<file path="src/rtl/voice_alloc_if.sv">
// voice_alloc_if: request/response bundle between the command decoder and the
// voice allocator.
//   slave  modport : allocator side (takes requests, drives status/voice state)
//   master modport : decoder side
//   note_on_i / note_off_i / note_i        : request and note number
//   ready_o / done_o / hit_o / idx_o       : handshake and result
//   voice_mask_o / voice_note_o / count_o  : per-voice state for the oscillators
interface voice_alloc_if #(
  parameter int OSC_VOICES = 7,
  parameter int NOTE_W     = 7
);
  localparam int IDX_W  = (OSC_VOICES > 1) ? $clog2(OSC_VOICES) : 1;
  localparam int CNTLEN = $clog2(OSC_VOICES + 1);

  logic                         note_on_i;
  logic                         note_off_i;
  logic [NOTE_W-1:0]            note_i;
  logic                         ready_o;
  logic                         done_o;
  logic                         hit_o;
  logic [IDX_W-1:0]             idx_o;
  logic [OSC_VOICES-1:0]        voice_mask_o;
  logic [OSC_VOICES*NOTE_W-1:0] voice_note_o;
  logic [CNTLEN-1:0]            count_o;

  modport slave (
    input  note_on_i, note_off_i, note_i,
    output ready_o, done_o, hit_o, idx_o, voice_mask_o, voice_note_o, count_o
  );
  modport master (
    output note_on_i, note_off_i, note_i,
    input  ready_o, done_o, hit_o, idx_o, voice_mask_o, voice_note_o, count_o
  );
endinterface

</file>
<file path="src/rtl/voice_alloc.sv">
// voice_alloc: turns serialized note-on/note-off requests into a per-voice
// active mask plus stored note numbers. Voices are searched one index per
// clock. Active-voice count comes from an internal bitcount instance.
//   clk_i  : system clock
//   nrst_i : async active-low reset
//   bus    : voice_alloc_if.slave (request handshake, result, voice state)
// Optional build macro VOICE_STEAL_EN: a note_on while all voices are busy
// re-uses the voice at a round-robin steal pointer instead of being dropped.

module voice_alloc_bitcount #(
  parameter int W  = 7,
  parameter int CW = 3
) (
  input  logic [W-1:0]  bits_i,
  output logic [CW-1:0] cnt_o
);
  always_comb begin
    cnt_o = '0;
    for (int i = 0; i < W; i++) cnt_o = cnt_o + CW'(bits_i[i]);
  end
endmodule

module voice_alloc #(
  parameter int OSC_VOICES = 7,
  parameter int NOTE_W     = 7
) (
  input  logic          clk_i,
  input  logic          nrst_i,
  voice_alloc_if.slave  bus
);
  localparam int IDX_W  = (OSC_VOICES > 1) ? $clog2(OSC_VOICES) : 1;
  localparam int CNTLEN = $clog2(OSC_VOICES + 1);

  typedef enum logic [1:0] {IDLE, SCAN, DONE} state_t;

  state_t                               state_q;
  logic                                 ready_q, done_q, hit_q;
  logic                                 op_off_q, full_q;
  logic [NOTE_W-1:0]                    note_q;
  logic [IDX_W-1:0]                     ptr_q, idx_q;
  logic [OSC_VOICES-1:0]                mask_q;
  logic [OSC_VOICES-1:0][NOTE_W-1:0]    notes_q;
  logic [CNTLEN-1:0]                    count;
  logic                                 last_idx, off_match;
`ifdef VOICE_STEAL_EN
  logic [IDX_W-1:0]                     steal_q;
`endif

  voice_alloc_bitcount #(.W(OSC_VOICES), .CW(CNTLEN)) u_bitcount (
    .bits_i (mask_q),
    .cnt_o  (count)
  );

  assign last_idx  = (ptr_q == IDX_W'(OSC_VOICES - 1));
  assign off_match = mask_q[ptr_q] && (notes_q[ptr_q] == note_q);

  always_ff @(posedge clk_i or negedge nrst_i) begin
    if (!nrst_i) begin
      state_q  <= IDLE;
      ready_q  <= 1'b1;
      done_q   <= 1'b0;
      hit_q    <= 1'b0;
      idx_q    <= '0;
      op_off_q <= 1'b0;
      full_q   <= 1'b0;
      note_q   <= '0;
      ptr_q    <= '0;
      mask_q   <= '0;
      notes_q  <= '0;
`ifdef VOICE_STEAL_EN
      steal_q  <= '0;
`endif
    end else begin
      done_q <= 1'b0;
      case (state_q)
        IDLE: begin
          if (bus.note_on_i || bus.note_off_i) begin
            // off has priority; a simultaneous on stays pending at the caller
            op_off_q <= bus.note_off_i;
            note_q   <= bus.note_i;
            full_q   <= !bus.note_off_i && (count == CNTLEN'(OSC_VOICES));
            ptr_q    <= '0;
            ready_q  <= 1'b0;
            state_q  <= SCAN;
          end
        end
        SCAN: begin
          if (full_q) begin
            // full note_on: one decision cycle, no index search
`ifdef VOICE_STEAL_EN
            notes_q[steal_q] <= note_q;
            idx_q            <= steal_q;
            hit_q            <= 1'b1;
            steal_q          <= (steal_q == IDX_W'(OSC_VOICES - 1)) ? '0
                                                                    : steal_q + IDX_W'(1);
`else
            hit_q            <= 1'b0;
`endif
            done_q  <= 1'b1;
            state_q <= DONE;
          end else if (op_off_q) begin
            if (off_match) begin
              mask_q[ptr_q] <= 1'b0;
              idx_q         <= ptr_q;
              hit_q         <= 1'b1;
              done_q        <= 1'b1;
              state_q       <= DONE;
            end else if (last_idx) begin
              hit_q   <= 1'b0;
              done_q  <= 1'b1;
              state_q <= DONE;
            end else begin
              ptr_q <= ptr_q + IDX_W'(1);
            end
          end else begin
            if (!mask_q[ptr_q]) begin
              mask_q[ptr_q]  <= 1'b1;
              notes_q[ptr_q] <= note_q;
              idx_q          <= ptr_q;
              hit_q          <= 1'b1;
              done_q         <= 1'b1;
              state_q        <= DONE;
            end else if (last_idx) begin
              // unreachable while mask only changes here; kept as a safe exit
              hit_q   <= 1'b0;
              done_q  <= 1'b1;
              state_q <= DONE;
            end else begin
              ptr_q <= ptr_q + IDX_W'(1);
            end
          end
        end
        DONE: begin
          ready_q <= 1'b1;
          state_q <= IDLE;
        end
        default: begin
          ready_q <= 1'b1;
          state_q <= IDLE;
        end
      endcase
    end
  end

  assign bus.ready_o      = ready_q;
  assign bus.done_o       = done_q;
  assign bus.hit_o        = hit_q;
  assign bus.idx_o        = idx_q;
  assign bus.voice_mask_o = mask_q;
  assign bus.voice_note_o = notes_q;
  assign bus.count_o      = count;
endmodule

</file>
<file path="src/flat_wrapper.sv">
// flat-port wrapper written by rule: the top's interface ports become plain ports
module voice_alloc_flat 
#(
  parameter int OSC_VOICES = 7,
  parameter int NOTE_W     = 7
)
  (clk_i, nrst_i, bus_note_on_i, bus_note_off_i, bus_note_i, bus_ready_o, bus_done_o, bus_hit_o, bus_idx_o, bus_voice_mask_o, bus_voice_note_o, bus_count_o);
  voice_alloc_if #(.OSC_VOICES(OSC_VOICES), .NOTE_W(NOTE_W)) bus_i ();
  input  logic clk_i;
  input  logic nrst_i;
  input wire logic [$bits(bus_i.note_on_i)-1:0] bus_note_on_i;
  input wire logic [$bits(bus_i.note_off_i)-1:0] bus_note_off_i;
  input wire logic [$bits(bus_i.note_i)-1:0] bus_note_i;
  output wire logic [$bits(bus_i.ready_o)-1:0] bus_ready_o;
  output wire logic [$bits(bus_i.done_o)-1:0] bus_done_o;
  output wire logic [$bits(bus_i.hit_o)-1:0] bus_hit_o;
  output wire logic [$bits(bus_i.idx_o)-1:0] bus_idx_o;
  output wire logic [$bits(bus_i.voice_mask_o)-1:0] bus_voice_mask_o;
  output wire logic [$bits(bus_i.voice_note_o)-1:0] bus_voice_note_o;
  output wire logic [$bits(bus_i.count_o)-1:0] bus_count_o;
  assign bus_i.note_on_i = bus_note_on_i;
  assign bus_i.note_off_i = bus_note_off_i;
  assign bus_i.note_i = bus_note_i;
  assign bus_ready_o = bus_i.ready_o;
  assign bus_done_o = bus_i.done_o;
  assign bus_hit_o = bus_i.hit_o;
  assign bus_idx_o = bus_i.idx_o;
  assign bus_voice_mask_o = bus_i.voice_mask_o;
  assign bus_voice_note_o = bus_i.voice_note_o;
  assign bus_count_o = bus_i.count_o;
  voice_alloc #(.OSC_VOICES(OSC_VOICES), .NOTE_W(NOTE_W)) u_core (.clk_i(clk_i), .nrst_i(nrst_i), .bus(bus_i));
endmodule
</file>
<file path="config.mk">
export PLATFORM = sky130hd
export DESIGN_NAME = voice_alloc_flat
export DESIGN_NICKNAME = d
export VERILOG_FILES = /design/src/rtl/voice_alloc_if.sv /design/src/rtl/voice_alloc.sv /design/src/flat_wrapper.sv
export SDC_FILE = /design/constraint.sdc
export NUM_CORES = 1
export LEC_CHECK = 0
export ABC_AREA = 1
export CAP_MARGIN = 20
export CELL_PAD_IN_SITES_DETAIL_PLACEMENT = 0
export CELL_PAD_IN_SITES_GLOBAL_PLACEMENT = 1
export CORE_AREA = 2 2 117 91
export CTS_CLUSTER_SIZE = 10
export DETAILED_ROUTE_END_ITERATION = 16
export DIE_AREA = 0 0 119 93
export GPL_TIMING_DRIVEN = 1
export PLACE_DENSITY = 0.82
export REMOVE_ABC_BUFFERS = 1
export SLEW_MARGIN = 20
export SYNTH_ARGS = -nofsm -noshare
export SYNTH_HDL_FRONTEND = slang
export SYNTH_SLANG_ARGS = --single-unit
</file>
<file path="constraint.sdc">
create_clock -name clk_i -period 6.7 [get_ports clk_i]
set_input_delay 1.005 -clock clk_i [delete_from_list [all_inputs] [get_ports clk_i]]
set_output_delay 1.005 -clock clk_i [all_outputs]
set_load 0.02 [all_outputs]
</file>
# == Word-level counts from Yosys, hierarchy flattened ==
# Cells that the tools add are included.
# word_totals
register_bits,76
word_cells,97
# classes
add_sub_neg,7
n_lt_le_gt_ge,2
n_eq_ne,10
muxes,42
n_bitwise,7
reduce_logical,12
# ops
operator,count
49-bit bitwise mux,1
7-bit two-way mux,5
3-bit two-way mux,9
7-bit binary-select mux with 3-bit select,1
7-bit demux with 3-bit select,1
1-bit two-way mux,14
3-bit by 1-bit adder with 3-bit output,4
2-bit two-way mux,6
4-bit AND reduction,2
7-bit AND,1
7-bit equality test,1
7-bit NOT,1
7-bit bitwise OR,1
3-bit equality test (second input constant),2
3-bit case mux with 2 select lines,1
5-bit AND reduction,1
3-bit by 4-bit < comparator with 1-bit output (second input constant),1
2-bit by 1-bit != test with 1-bit output (second input constant),2
2-bit != test (second input constant),2
1-bit NOT,4
2-bit case mux with 2 select lines,1
2-bit AND reduction,2
2-bit by 1-bit adder with 3-bit output,1
3-bit by 1-bit adder with 3-bit output (second input constant),1
other kinds (13),15

# == Depth between registers and ports, before layout ==
# logic_depth
ltp_word,8
mapped_depth,17
ltp_nobuf,15

# == Cells and area by module ==
# From an unflattened synthesis, not the netlist that was laid out.
# unflattened
cells_unflattened,500
area_unflattened_um2,3868.7
# by_module_without_submodules
module,n_inst,cells_each,area_per_inst_um2,seq_area_each_um2
voice_alloc,1,488,3758.6,1903.1
voice_alloc_bitcount,1,12,110.1,0.0

# == Worst setup path before layout ==
# No wires, ideal clock.
# synth_timing
path_kind,register to output
start,reg (tool-made name)
end,out bus_count_o[1]
arrival_ns,2.479
required_time_ns,5.695
path_slack_ns,3.216
path_stages_with_launch,7
cell_sequence,dfrtp_1 > fa_1 > inv_1 > fa_1 > fa_1 > fa_1 > inv_1
# synth_lines
element,line,rtl
end: declaration,flat_wrapper.sv:20,output wire logic [$bits(bus_i.count_o)-1:0] bus_count_o;

==> impl_metrics.env <==
export IMPL_layout_area_overhead_vs_synth_pct=27.5
export IMPL_synth_largest_area_cell="sky130_fd_sc_hd__dfrtp_1"
export IMPL_drtAntennaViolNets=0
export IMPL_largest_net_degree_at_the_start_of_global_routing=77
export IMPL_gp_congestion=0.818
export IMPL_numCtsBuffers=9
export IMPL_clkTransAtPathRegs_ps=50
export IMPL_timing_max_slew_rel_slack_pct=55.5
export IMPL_fin_hold_ws_ps=473
export IMPL_wl_mm=10.5
export IMPL_final_critical_path_setup_slack_ps=2400
export IMPL_initial_core_util_pct=39.8
export IMPL_max_clock_freq_mhz=233
export IMPL_design_portCount=76
export IMPL_synth_top_cells_by_area="sky130_fd_sc_hd__dfrtp_1 (47%), sky130_fd_sc_hd__nand2_1 (15%), sky130_fd_sc_hd__o21ai_0 (5.9%)"
export IMPL_clockPowerShare_pct=17.1
export IMPL_netlist_area_mm2=0.00397
export IMPL_final_hold_viol_count=0
export IMPL_final_cell_area_mm2=0.00506
export IMPL_preCtsSetupSlack_ps=2730
export IMPL_detail_route_first_pass_iterations=4
export IMPL_unrepaired_setup_endpoints_after_global_routing="false"
export IMPL_clock_tree_buffer_depth=2
export IMPL_fin_crit_ps=4300
export IMPL_tritoncts="done"
export IMPL_routed_via_count=3408
export IMPL_power_switching_mw=1.23
export IMPL_ys_ff_latch=76
export IMPL_drc=0
export IMPL_critical_path_arrival_ps=3290
export IMPL_power_switching_share_pct=46.1
export IMPL_setup_worst_path_start_class="flip-flop"
export IMPL_diodes=0
export IMPL_fraction_of_the_yosys_area_taken_by_sequential_cells_pct=48.0
export IMPL_setup_worst_path_end_class="output port"
export IMPL_slowest_stage="sky130_fd_sc_hd__clkdlybuf4s50_1"
export IMPL_placed_instances=687
export IMPL_yosys_warnings=0
export IMPL_std_cell_rows=32
export IMPL_setup_viol=0
export IMPL_int_pwr_mw=1.44
export IMPL_clk_latency_ps=330
export IMPL_first_pass_grt_wire_length_mm=17.7
export IMPL_chipHeight_um=93
export IMPL_die_width_um=119
export IMPL_share_of_yosys_cell_area_claimed_by_the_top_area_cell_type_pct=47.3
export IMPL_area_of_the_die_mm2=0.0111
export IMPL_crit_path_max_fanout=4
export IMPL_cts_resized=0
export IMPL_power_sequential_fraction_pct=29.4
export IMPL_synth_top_cells_by_count="sky130_fd_sc_hd__nand2_1 (159), sky130_fd_sc_hd__dfrtp_1 (75), sky130_fd_sc_hd__inv_1 (61)"
export IMPL_timing_clock_skew_ps=8.65
export IMPL_drt_iter0_markers=232
export IMPL_clock_sink_count=76
export IMPL_fp_coreArea_mm2=0.00997
export IMPL_synth_area_per_cell_um2=8.04
export IMPL_final_layout_size_suffix_gt1_share_pct=7.39
export IMPL_criticalPathCategory="reg -> out"
export IMPL_cellLeakagePower_nw=2.35
export IMPL_p_per_area_mw_per_mm2=526
export IMPL_critPathRequiredTime_ps=5690
export IMPL_global_route_usage_over_all_layers_pct=20.5
export IMPL_netlist_instances=493
export IMPL_setup_tns_ps=0
export IMPL_port_buffers=75
export IMPL_antenna_found_initial=0
export IMPL_ys_flop_type="sky130_fd_sc_hd__dfrtp_1"
export IMPL_slowest_delay_ps=600
export IMPL_hpwlAfterDp_mm=7.09
export IMPL_most_frequent_cell_on_critical_path="sky130_fd_sc_hd__fa_1"
export IMPL_synth_async_reset_ratio_pct=100
export IMPL_post_drt_wl_per_cell_um=14.9
export IMPL_final_nets=580
export IMPL_tightestPinTransition_ps=665
export IMPL_stdcell_count=704
export IMPL_status="finished clean"
export IMPL_worstPathCellList="fa_1 > inv_1 > fa_1 > fa_1 > fa_1 > inv_1 > clkdlybuf4s50_1"
export IMPL_max_cap_violations=0
export IMPL_post_synth_top_count_cell="sky130_fd_sc_hd__nand2_1"
export IMPL_power_combinational_fraction_pct=53.6
export IMPL_viasPerCell=4.84
export IMPL_final_period_utilization_pct=64.2
export IMPL_cts_root_buf="sky130_fd_sc_hd__clkbuf_16"
export IMPL_first_global_vias=3323
export IMPL_number_of_hold_buffers_added_after_cts=0
export IMPL_post_dp_cell_area_mm2=0.00475
export IMPL_worst_ir_drop_vdd_uv=184
export IMPL_ctsHtreeMaxLevel=3
export IMPL_postCtsSetupBuffers=0
export IMPL_netlist_cell_type_count=31
export IMPL_hold_path_class="reg -> reg"
export IMPL_synth_edff_count=0
export IMPL_drv_slew=0
export IMPL_globalRouteOverflowTotal=0
layout make-up:
cell class	count	area [um^2]
Inverter	65	251
Clock inverter	3	21.3
Timing Repair Buffer	77	783
Sequential cell	76	1900
Fill cell	964	4910
Tap cell	136	170
Clock buffer	13	260
Multi-Input combinational cell	334	1670
power groups by stage:
stage / logic [mW] / clock network, mW / registers (mW)
detailed placement: 1.43 / 0 / 0.787
finish: 1.43 / 0.454 / 0.782
global placement: 1.41 / 0 / 0.781
floorplan: 0.725 / 0 / 0.923
global route: 1.59 / 0.486 / 0.809
CTS: 1.44 / 0.467 / 0.782
final timing paths:
kind / start / endpoint / slack [ps] / cells past startpoint
min reg2reg: u_core.op_off_q / flip-flop / 470 / 1
min in group asynchronous: nrst_i / u_core.bus.voice_note_o[41] / 580 / 1
max: flip-flop / bus_count_o[1] / 2400 / 7
max in group asynchronous: nrst_i / u_core.bus.ready_o / 5500 / 2
max reg2reg: flip-flop / u_core.full_q / 3870 / 8
min: u_core.op_off_q / flip-flop / 470 / 1
kinds of logic after synthesis:
kind of cell | synth area share [%]
buffers and inverters | 9.94
xor gates and xnor gates | 0.221
DFF | 48.0
AOI/OAI and AO/OA | 9.66
adders and majority gates | 2.65
and+or+nand+nor | 29.5
layout by cell type (no fill, tap or decap), types with 3 or more instances in the layout:
master | netlist | routed
sky130_fd_sc_hd__inv_1 | 61 | 61
sky130_fd_sc_hd__nor3_1 | 3 | 3
sky130_fd_sc_hd__nand4_1 | 6 | 6
sky130_fd_sc_hd__fa_1 | 4 | 4
sky130_fd_sc_hd__nand2_1 | 159 | 159
sky130_fd_sc_hd__dfrtp_1 | 75 | 75
sky130_fd_sc_hd__clkdlybuf4s50_1 | 0 | 74
sky130_fd_sc_hd__nand3_1 | 33 | 33
sky130_fd_sc_hd__clkbuf_16 | 0 | 9
sky130_fd_sc_hd__o21ai_0 | 47 | 47
sky130_fd_sc_hd__a21oi_1 | 3 | 3
sky130_fd_sc_hd__o21ai_1 | 22 | 22
sky130_fd_sc_hd__nand3_4 | 8 | 8
sky130_fd_sc_hd__nor2_1 | 30 | 30
sky130_fd_sc_hd__nor2_2 | 4 | 4
registers in the layout (all words and copies together), names as in the netlist, named ones only:
name                     cells
u_core.bus.idx_o             3
u_core.op_off_q              1
u_core.note_q                7
u_core.bus.voice_note_o     49
u_core.bus.hit_o             1
u_core.bus.ready_o           1
u_core.ptr_q                 3
u_core.full_q                1
u_core.state_q               2
u_core.bus.done_o            1
routing by layer:
metal  wire length, um  global-route usage, %
met4               126                   4.76
met3               551                   5.55
met5                 0                      0
met2              4530                   30.4
met1              5290                   30.0
critical path, delay by kind of cell, from the launching register on:
kind | cells | cell delay (ps)
fa+ha+maj | 4 | 1820
buf+inv | 3 | 730
flops | 1 | 420
through the flow:
step / util, % / power [mW]
final: 50.7 / 2.66
after floorplan: - / 1.65
after detailed placement: 47.6 / 2.22
after global placement: 47.6 / 2.19
after global routing: 50.7 / 2.89
after CTS: 50.5 / 2.69
(Power assumes the default switching activity.)
